<file path="config.mk">
export PLATFORM = sky130hd
export DESIGN_NAME = picoblaze_in_port
export DESIGN_NICKNAME = d
export VERILOG_FILES = /design/src/rtl/picoblaze_in_port.sv
export SDC_FILE = /design/constraint.sdc
export NUM_CORES = 1
export LEC_CHECK = 0
export BUFFER_PORTS_ARGS = -buffer_cell sky130_fd_sc_hd__buf_2
export CAP_MARGIN = 40
export CORE_MARGIN = 2
export CORE_UTILIZATION = 35
export CTS_CLUSTER_DIAMETER = 200
export CTS_CLUSTER_SIZE = 16
export DETAILED_ROUTE_END_ITERATION = 7
export PLACE_DENSITY = 0.61
export SETUP_SLACK_MARGIN = 0.15
export SYNTH_ARGS = -nofsm -noshare
export SYNTH_HDL_FRONTEND = slang
export SYNTH_HIERARCHICAL = 1
export SYNTH_SLANG_ARGS = --single-unit
export TNS_END_PERCENT = 100
</file>
<file path="constraint.sdc">
create_clock -name clk -period 2.1 [get_ports clk]
set_input_delay 0.21 -clock clk [delete_from_list [all_inputs] [get_ports clk]]
set_output_delay 0.21 -clock clk [all_outputs]
set_load 0.02 [all_outputs]
</file>
<file path="src/rtl/picoblaze_in_port.sv">
// picoblaze_in_port: read-side register file for the KCPSM3 in_port.
// Publishes debounced buttons, game-over status, score, sticky read-clear
// event flags and a saturating tick counter at four consecutive port IDs.
// Optional macro PICO_IN_IRQ_EN: drives interrupt from a pending flag set by
// any event and cleared by interrupt_ack; without it interrupt is tied low.

// Per-button lane: 2-FF synchroniser followed by a stability counter.
module picoblaze_in_port_db #(
  parameter int unsigned DEBOUNCE_CYCLES = 500000,
  parameter int unsigned CNT_W           = 20
) (
  input  logic clk,
  input  logic reset,
  input  logic raw,
  output logic stable,
  output logic rise
);
  localparam logic [CNT_W-1:0] CNT_MAX = CNT_W'(DEBOUNCE_CYCLES - 1);

  logic             s1_q, s1_d, s2_q, s2_d;
  logic             stable_q, stable_d;
  logic [CNT_W-1:0] cnt_q, cnt_d;
  logic             differ, hit;

  // Accept a new level only after it has differed for DEBOUNCE_CYCLES cycles.
  always_comb begin
    s1_d     = raw;
    s2_d     = s1_q;
    differ   = (s2_q != stable_q);
    hit      = differ && (cnt_q == CNT_MAX);
    cnt_d    = (differ && !hit) ? cnt_q + 1'b1 : '0;
    stable_d = hit ? s2_q : stable_q;
    rise     = hit && s2_q;
  end

  // Synchroniser, counter and accepted level.
  always_ff @(posedge clk or posedge reset) begin
    if (reset) begin
      s1_q     <= 1'b0;
      s2_q     <= 1'b0;
      cnt_q    <= '0;
      stable_q <= 1'b0;
    end else begin
      s1_q     <= s1_d;
      s2_q     <= s2_d;
      cnt_q    <= cnt_d;
      stable_q <= stable_d;
    end
  end

  assign stable = stable_q;
endmodule

module picoblaze_in_port #(
  parameter logic [7:0]  BASE_PORT_ID    = 8'h10,
  parameter int unsigned DEBOUNCE_CYCLES = 500000,
  parameter int unsigned CNT_W           = 20
) (
  input  logic       clk,
  input  logic       reset,
  input  logic [7:0] port_id,
  input  logic       read_strobe,
  output logic [7:0] in_port,
  input  logic [1:0] btn_raw,
  input  logic       game_over,
  input  logic [7:0] score,
  input  logic       level_tick,
  output logic       interrupt,
  input  logic       interrupt_ack
);
  localparam int unsigned NUM_BTN = 2;
  localparam logic [7:0] R_STATUS = BASE_PORT_ID;
  localparam logic [7:0] R_EVENTS = BASE_PORT_ID + 8'd1;
  localparam logic [7:0] R_SCORE  = BASE_PORT_ID + 8'd2;
  localparam logic [7:0] R_TICKS  = BASE_PORT_ID + 8'd3;

  logic [NUM_BTN-1:0] btn_stable, btn_rise;
  logic               go_s1_q, go_s1_d, go_s2_q, go_s2_d;
  logic [3:0]         sticky_q, sticky_d;
  logic [7:0]         ticks_q, ticks_d;
  logic [7:0]         in_port_q, in_port_d;
  logic [3:0]         ev;
  logic               rd_events, rd_ticks;

  for (genvar i = 0; i < NUM_BTN; i++) begin : g_btn
    picoblaze_in_port_db #(
      .DEBOUNCE_CYCLES(DEBOUNCE_CYCLES),
      .CNT_W          (CNT_W)
    ) u_db (
      .clk   (clk),
      .reset (reset),
      .raw   (btn_raw[i]),
      .stable(btn_stable[i]),
      .rise  (btn_rise[i])
    );
  end

  // Events, read-clear flags and the registered read mux. A read-clear and
  // an event on the same edge keep the event, so nothing is lost.
  always_comb begin
    go_s1_d   = game_over;
    go_s2_d   = go_s1_q;
    ev        = {level_tick, go_s1_q & ~go_s2_q, btn_rise};
    rd_events = read_strobe && (port_id == R_EVENTS);
    rd_ticks  = read_strobe && (port_id == R_TICKS);

    sticky_d = (rd_events ? 4'b0 : sticky_q) | ev;

    ticks_d = ticks_q;
    if (rd_ticks)
      ticks_d = {7'b0, level_tick};
    else if (level_tick && ticks_q != 8'hFF)
      ticks_d = ticks_q + 8'd1;

    case (port_id)
      R_STATUS: in_port_d = {5'b0, go_s2_q, btn_stable};
      R_EVENTS: in_port_d = {4'b0, sticky_q};
      R_SCORE:  in_port_d = score;
      R_TICKS:  in_port_d = ticks_q;
      default:  in_port_d = 8'h00;
    endcase
  end

  // Register state and read data.
  always_ff @(posedge clk or posedge reset) begin
    if (reset) begin
      go_s1_q   <= 1'b0;
      go_s2_q   <= 1'b0;
      sticky_q  <= 4'b0;
      ticks_q   <= 8'h00;
      in_port_q <= 8'h00;
    end else begin
      go_s1_q   <= go_s1_d;
      go_s2_q   <= go_s2_d;
      sticky_q  <= sticky_d;
      ticks_q   <= ticks_d;
      in_port_q <= in_port_d;
    end
  end

  assign in_port = in_port_q;

`ifdef PICO_IN_IRQ_EN
  logic irq_pend_q, irq_pend_d;

  // Pending request: a new event wins over a simultaneous acknowledge.
  always_comb begin
    irq_pend_d = (|ev) | (irq_pend_q & ~interrupt_ack);
  end

  // Interrupt request flop.
  always_ff @(posedge clk or posedge reset) begin
    if (reset) irq_pend_q <= 1'b0;
    else       irq_pend_q <= irq_pend_d;
  end

  assign interrupt = irq_pend_q;
`else
  // Polling build: firmware reads EVENTS instead of taking an interrupt.
  logic unused_irq_ack;
  assign unused_irq_ack = interrupt_ack;
  assign interrupt      = 1'b0;
`endif
endmodule

</file>
[After elaboration in Yosys (flattened, before gate mapping)]
Index checks and enable logic that the tools add are counted.
Storage, ports and cells
  output and inout port bits: 9
  word-level logic and storage cells: 46
  register bits after elaboration: 68
  bits in latches: 0
  memories: 0
  bits in read-only memories: 0
  bits in writable memories: 0
Operators by class
  shift operators: 0
  reduce and logical (&&, ||, !) cells: 12
  divide/modulo/power cells: 0
  multipliers: 0
  equality and inequality tests: 9
  bitwise operators: 3
  add/subtract/negate cells: 3
  muxes and demuxes: 6
  $lt $le $gt $ge: 0
Operator list (number)
  $add A20 B1 Y20 const B: 2
  $eq A20 B19 Y1 const B: 2
  $mux W20: 2
  $eq A8 B5 Y1 const B: 4
  $pmux W8 S4: 1
  $mux W8: 2
  $logic_and A1 B1 Y1: 9
  $add A8 B1 Y8 const B: 1
  $ne A8 B8 Y1 const B: 1
  $mux W4: 1
  $or A4 B4 Y4: 1
  $logic_not A1 Y1: 2
  $ne A1 B1 Y1: 2
  $reduce_bool A2 Y1: 1
  $and A1 B1 Y1: 1
  $not A1 Y1: 1

[Longest topological paths before layout]
  depth after elaboration: 5
  mapped depth: 6
  depth with buffers taken out: 6

[Hierarchy]
Netlist, hierarchy kept.
Modules (own cells, without submodules)
  picoblaze_in_port_db: cells each 115, area an instance 1149.9 um^2, times used 2, seq. area each 575.6 um^2
  picoblaze_in_port: cells each 93, area an instance 1051.0 um^2, times used 1, seq. area each 550.5 um^2

[Least setup slack after synthesis]
Ideal clock, no wire load.
  path type: register -> register
  start: register g_btn[0].u_db.cnt_q[0]
  end: register g_btn[0].u_db.cnt_q[18]
  setup time: 0.077 ns
  path slack: 0.281 ns
  cell stages (with the launch flop): 6
  arrival time: 1.741 ns
  cell sequence: dfrtp_1 ha_1 nand4_4 or4_1 or3_1 a21oi_1
Between the ends
  cells in the longest elaborated chain, start to end: 5
  elaborated cells on any way between the ends: 6
RTL lines
  start: declaration: line 22  | logic [CNT_W-1:0] cnt_q, cnt_d;
  start signal: assignment: line 46  | cnt_q <= cnt_d;
  branches (longest 4 deep; another with $add A20 B1 Y20)
  $mux W20 *: line 31  | cnt_d = (differ && !hit) ? cnt_q + 1'b1 : '0;
  via g_btn[0].u_db.cnt_d[18]: line 22
Mark *: on every way through the listed nets, which the timed path passes.
A chain may end at the register's enable or synchronous reset.

[Worst setup path after layout]
  start: register g_btn[0].u_db.cnt_q[1]
  end: register g_btn[0].u_db.cnt_q[18]
The elaborated chain is that of the path after synthesis.

==> impl_summary.md <==
Global route
The largest net degree at the start of global routing is 24. The number of antenna violations at the first check in global routing is 0. The global-route wire length before repair is ~11 mm. The overall global routing resource usage is a little over an eighth. The total overflow left after global routing is 0. The via count of the first global-routing pass is around 2400.

Yosys
The number of nets produced by synthesis is 350. The synthesis warning total is 6. After synthesis, the netlist uses 39 different library cells. The flip-flop cell with the highest count after synthesis is sky130_fd_sc_hd__dfrtp_1. The synthesized netlist occupies a cell area of 0.003351 mm². The cell type contributing the most total cell area after synthesis is sky130_fd_sc_hd__dfrtp_1. By area the synthesized netlist is led by sky130_fd_sc_hd__dfrtp_1 51%, sky130_fd_sc_hd__xnor2_1 6.8%, sky130_fd_sc_hd__nor2_1 5.9%. The post-synthesis average cell area is between 10 and 15 µm². The top cell type by area accounts for roughly half of the synthesized area.

The proportion of synthesized chip area in sequential cells is between 50% and 60%. In the synthesized netlist the async set-or-reset flop fraction comes to 100.0%. The cell count after synthesis is roughly 320. The number of flops mapped to enable cells by yosys is 0. After synthesis the netlist holds a flip-flop and latch count of 68.

Clocking
The clock sink total is 68. The clock-pin transition on the worst setup and hold timing paths is 80 ps. The clock passes through at most 2 buffers.

The CTS tree is built. The total clock buffers created by CTS is 9. The maximum level of the CTS H-tree is 3. The clock reaches the later pin of the worst-skew pair after approximately 350 ps.

Clock tree synthesis selected as its root buffer the cell sky130_fd_sc_hd__clkbuf_8.

STA
Setup repair after global routing could not meet its margin everywhere. Setup violations remaining at the end of the flow were counted as 0. In this run the tightest slew margin relative to its limit is between 60% and 70%. On the final layout, the worst clock skew is between 7 and 8 ps. Dividing the final minimum period by the clock period gives 89.56%. The final worst setup slack is around 220 ps. The fmax is 531.7 MHz. After layout, the minimum clock period comes to 1881 ps. The tightest hold path in the finished design has a slack of roughly 110 ps. The final count of hold timing violations came to 0. At the pin with the least slew margin, the transition time is 588.5 ps. The setup TNS is 0 ps.

The number of pins with negative max-slew slack in the final report was 0.

Critical path
On the worst path, the slowest cell contributes a delay of around 560 ps. The signal on the critical path passes through ha_4, nand4_4, or4_1, or3_1, a21oi_1. In this run the register-to-register setup slack is roughly 220 ps. Along the worst path, the maximum fanout reaches 8.

The critical path's slowest cell is sky130_fd_sc_hd__or4_1. The arrival time at the worst endpoint is around 2200 ps. The worst setup path is captured at a flop. The launching element type of the critical path is a flop.

The startpoint identified for the worst register-to-register timing path is g_btn[0].u_db/cnt_q[1]$_DFF_PP0_. The critical path class is reg2reg. The required time of the critical path is around 2400 ps. The logic depth of the worst register-to-register path is 5. The endpoint of the most critical register-to-register path is g_btn[0].u_db/cnt_q[18]$_DFF_PP0_.

Route
Wires add up to approximately 6.6 mm. The routed wirelength normalized by instance count is between 10 and 15 µm. After the first detailed-routing iteration, the DRC count stood at ~100. The count of nets left with antenna violations once routing finished came out at 0. Using the TritonRoute via totals, the vias-per-cell ratio works out to between 4 and 5. The iteration count of the initial detailed-routing pass is 4.

The count of unresolved DRC violations after routing is 0. The via total after detailed routing is 2481.

Floorplanning
The die is 101.8 µm tall. After floorplanning, the core was sized to cover approximately 0.0093 mm². The starting density of the core is a little over a third.

The boundary pin count is 33. From left edge to right edge, the die measures roughly 100 µm. The number of rows created at floorplan is 35. The floorplan step defined a die boundary enclosing 0.01037 mm².

Final layout
For this run, the share of the core covered by cells in the final layout is 43.41%. The number of antenna diodes in the final layout is 0. Cells with a size suffix above 1 make up a little under a quarter of the layout. At the end of the flow, the number of nets in the layout was slightly below 400. Compared with the post-synthesis result, the final layout area differs by 20.28%. The total of fill cells in the finished design is around 920.

Power and ir drop
The design draws around 0.0030 W. The peak ir drop on the vdd network is about 0.00030 V. The static power due to leakage is 1.728 nW.

The power density over the cells is roughly 740 mW/mm².

Place
The placer congestion estimate is between 0.8 and 0.9. At the placement stage, the worst setup path has a slack of 135.8 ps. The sum of net half-perimeters after detailed placement is between 4 and 5 mm.

In this run the tool buffered the top-level ports with 30 buffer cells.

Outcome
The flow ran to the end, and the final reports show no timing, DRC or antenna violations.

Hold path
The endpoint of the worst hold-timing path is in_port[5]$_DFF_PP0_. The instance count along the most critical hold path is 3. In this run the worst hold path is classified as in2reg. The startpoint of the most critical hold path is score[5].

Flow run
The number of maximum-capacitance constraint violations is 0.
final cells by class:
cell class,count,area [µm²],share of cell area [%]
Multi-Input combinational cell,232,1595,39.58
Tap cell,129,161.4,4.005
Sequential cell,68,1704,42.28
Inverter,12,45.04,1.118
Clock buffer,10,137.6,3.415
Clock inverter,6,86.33,2.142
Timing Repair Buffer,47,300.3,7.451
flip-flops by register name, indices dropped and copies added, names as in the netlist:
register           cells
g_btn.u_db/s2_q        2
go_s2_q                1
g_btn.u_db/s1_q        2
g_btn.u_db/stable      2
in_port                8
sticky_q               4
ticks_q                8
g_btn.u_db/cnt_q      40
go_s1_q                1
metrics by stage:
| stage | instances | instance area, µm² |
|---|---|---|
| CTS | 497 | 3934 |
| global route | 504 | 4030 |
| finish | 504 | 4030 |
| floorplan | 323 | 3351 |
| global placement | 477 | 3665 |
| detailed placement | 477 | 3665 |
kinds of logic (layout without fill, tap and decap cells):
family                     count (synthesis)  in the layout  share of synthesized area, %
and+or+nand+nor                          154            154                         25.73
DFF                                       68             68                         50.78
xor gates and xnor gates                  35             35                         9.149
AOI/OAI and AO/OA                         27             27                         5.302
buffers and inverters                     23             75                         2.987
muxes                                     12             12                         4.817
adders and majority gates                  3              3                         1.120
other                                      1              1                        0.1119
what timing repair did:
| item | CTS | global route |
|---|---|---|
| gates resized for setup | 2 | 9 |
| hold buffers | 4 | 0 |
| endpoints found under the hold margin | 59 | 0 |
| buffers inserted | 0 | 7 |
| setup endpoints to repair | 2 | 44 |
worst max-delay path: cells and delay by family, from the launching register on:
| kind | cells | cell delay [ps] |
|---|---|---|
| compound gates | 1 | 140 |
| fa+ha+maj | 1 | 190 |
| flops | 1 | 430 |
| simple gates | 3 | 1050 |
layer usage:
layer / GRT usage (%) / vias up / share of wire, %
met5: 0 / - / 0
met4: 7.692 / 0 / 2.3
met3: 2.804 / 10 / 2.9
met2: 20.80 / 36 / 47
met1: 17.82 / 1215 / 48
li1: - / 1220 / -
placed cells by master (no fill, tap or decap), drive strengths merged, types with 10 or more instances in the layout:
cell type / instances
dfrtp: 68
nor2: 53
buf: 43
xnor2: 26
nand2: 18
nand4: 16
nand3: 15
nor3: 13
inv: 13
clkbuf: 10
cells in the mapped netlist, types with 2 or more instances:
cell type                   n
sky130_fd_sc_hd__mux2_2     3
sky130_fd_sc_hd__clkbuf_1   2
sky130_fd_sc_hd__inv_1     12
sky130_fd_sc_hd__dfrtp_1   68
sky130_fd_sc_hd__buf_2      6
sky130_fd_sc_hd__or4_4      2
sky130_fd_sc_hd__ha_1       3
sky130_fd_sc_hd__nor4_1     8
sky130_fd_sc_hd__nand4_1   12
sky130_fd_sc_hd__nor3_1    12
sky130_fd_sc_hd__clkbuf_2   2
sky130_fd_sc_hd__xor2_1     9
sky130_fd_sc_hd__nand2_1   18
sky130_fd_sc_hd__and2_1     3
sky130_fd_sc_hd__nor3b_1    5
sky130_fd_sc_hd__a21oi_2    4
sky130_fd_sc_hd__or4_1      4
sky130_fd_sc_hd__nand4_4    4
sky130_fd_sc_hd__mux4_2     3
sky130_fd_sc_hd__o21ai_0    8
sky130_fd_sc_hd__and3_1     4
sky130_fd_sc_hd__a21o_1     5
sky130_fd_sc_hd__or4b_1     2
sky130_fd_sc_hd__xnor2_1   26
sky130_fd_sc_hd__or3_1      7
sky130_fd_sc_hd__a21oi_1    5
sky130_fd_sc_hd__mux2i_1    6
sky130_fd_sc_hd__nor2_1    53
sky130_fd_sc_hd__nand3_1   15
sky130_fd_sc_hd__o211ai_1   3
where the power goes:
part           total (W)  internal (W)  switching [W]
logic           0.000281      0.000138       0.000143
clock network    0.00122      0.000701       0.000514
registers        0.00148       0.00138      0.0000992
total            0.00298       0.00222       0.000757
how the worst max path moves through the flow:
stage                                                start                           endpoint  slack, ps  cells past startpoint
after floorplan           g_btn[0].u_db/cnt_q[0]$_DFF_PP0_  g_btn[0].u_db/cnt_q[18]$_DFF_PP0_        280                      5
after global placement    g_btn[1].u_db/cnt_q[0]$_DFF_PP0_  g_btn[1].u_db/cnt_q[18]$_DFF_PP0_        170                      5
after detailed placement  g_btn[1].u_db/cnt_q[0]$_DFF_PP0_  g_btn[1].u_db/cnt_q[18]$_DFF_PP0_        140                      5
after CTS                 g_btn[1].u_db/cnt_q[0]$_DFF_PP0_  g_btn[1].u_db/cnt_q[18]$_DFF_PP0_        160                      5
after global routing      g_btn[0].u_db/cnt_q[1]$_DFF_PP0_  g_btn[0].u_db/cnt_q[18]$_DFF_PP0_        110                      5
final                     g_btn[0].u_db/cnt_q[1]$_DFF_PP0_  g_btn[0].u_db/cnt_q[18]$_DFF_PP0_        220                      5
Note: power is estimated with default switching activity, not from simulation.
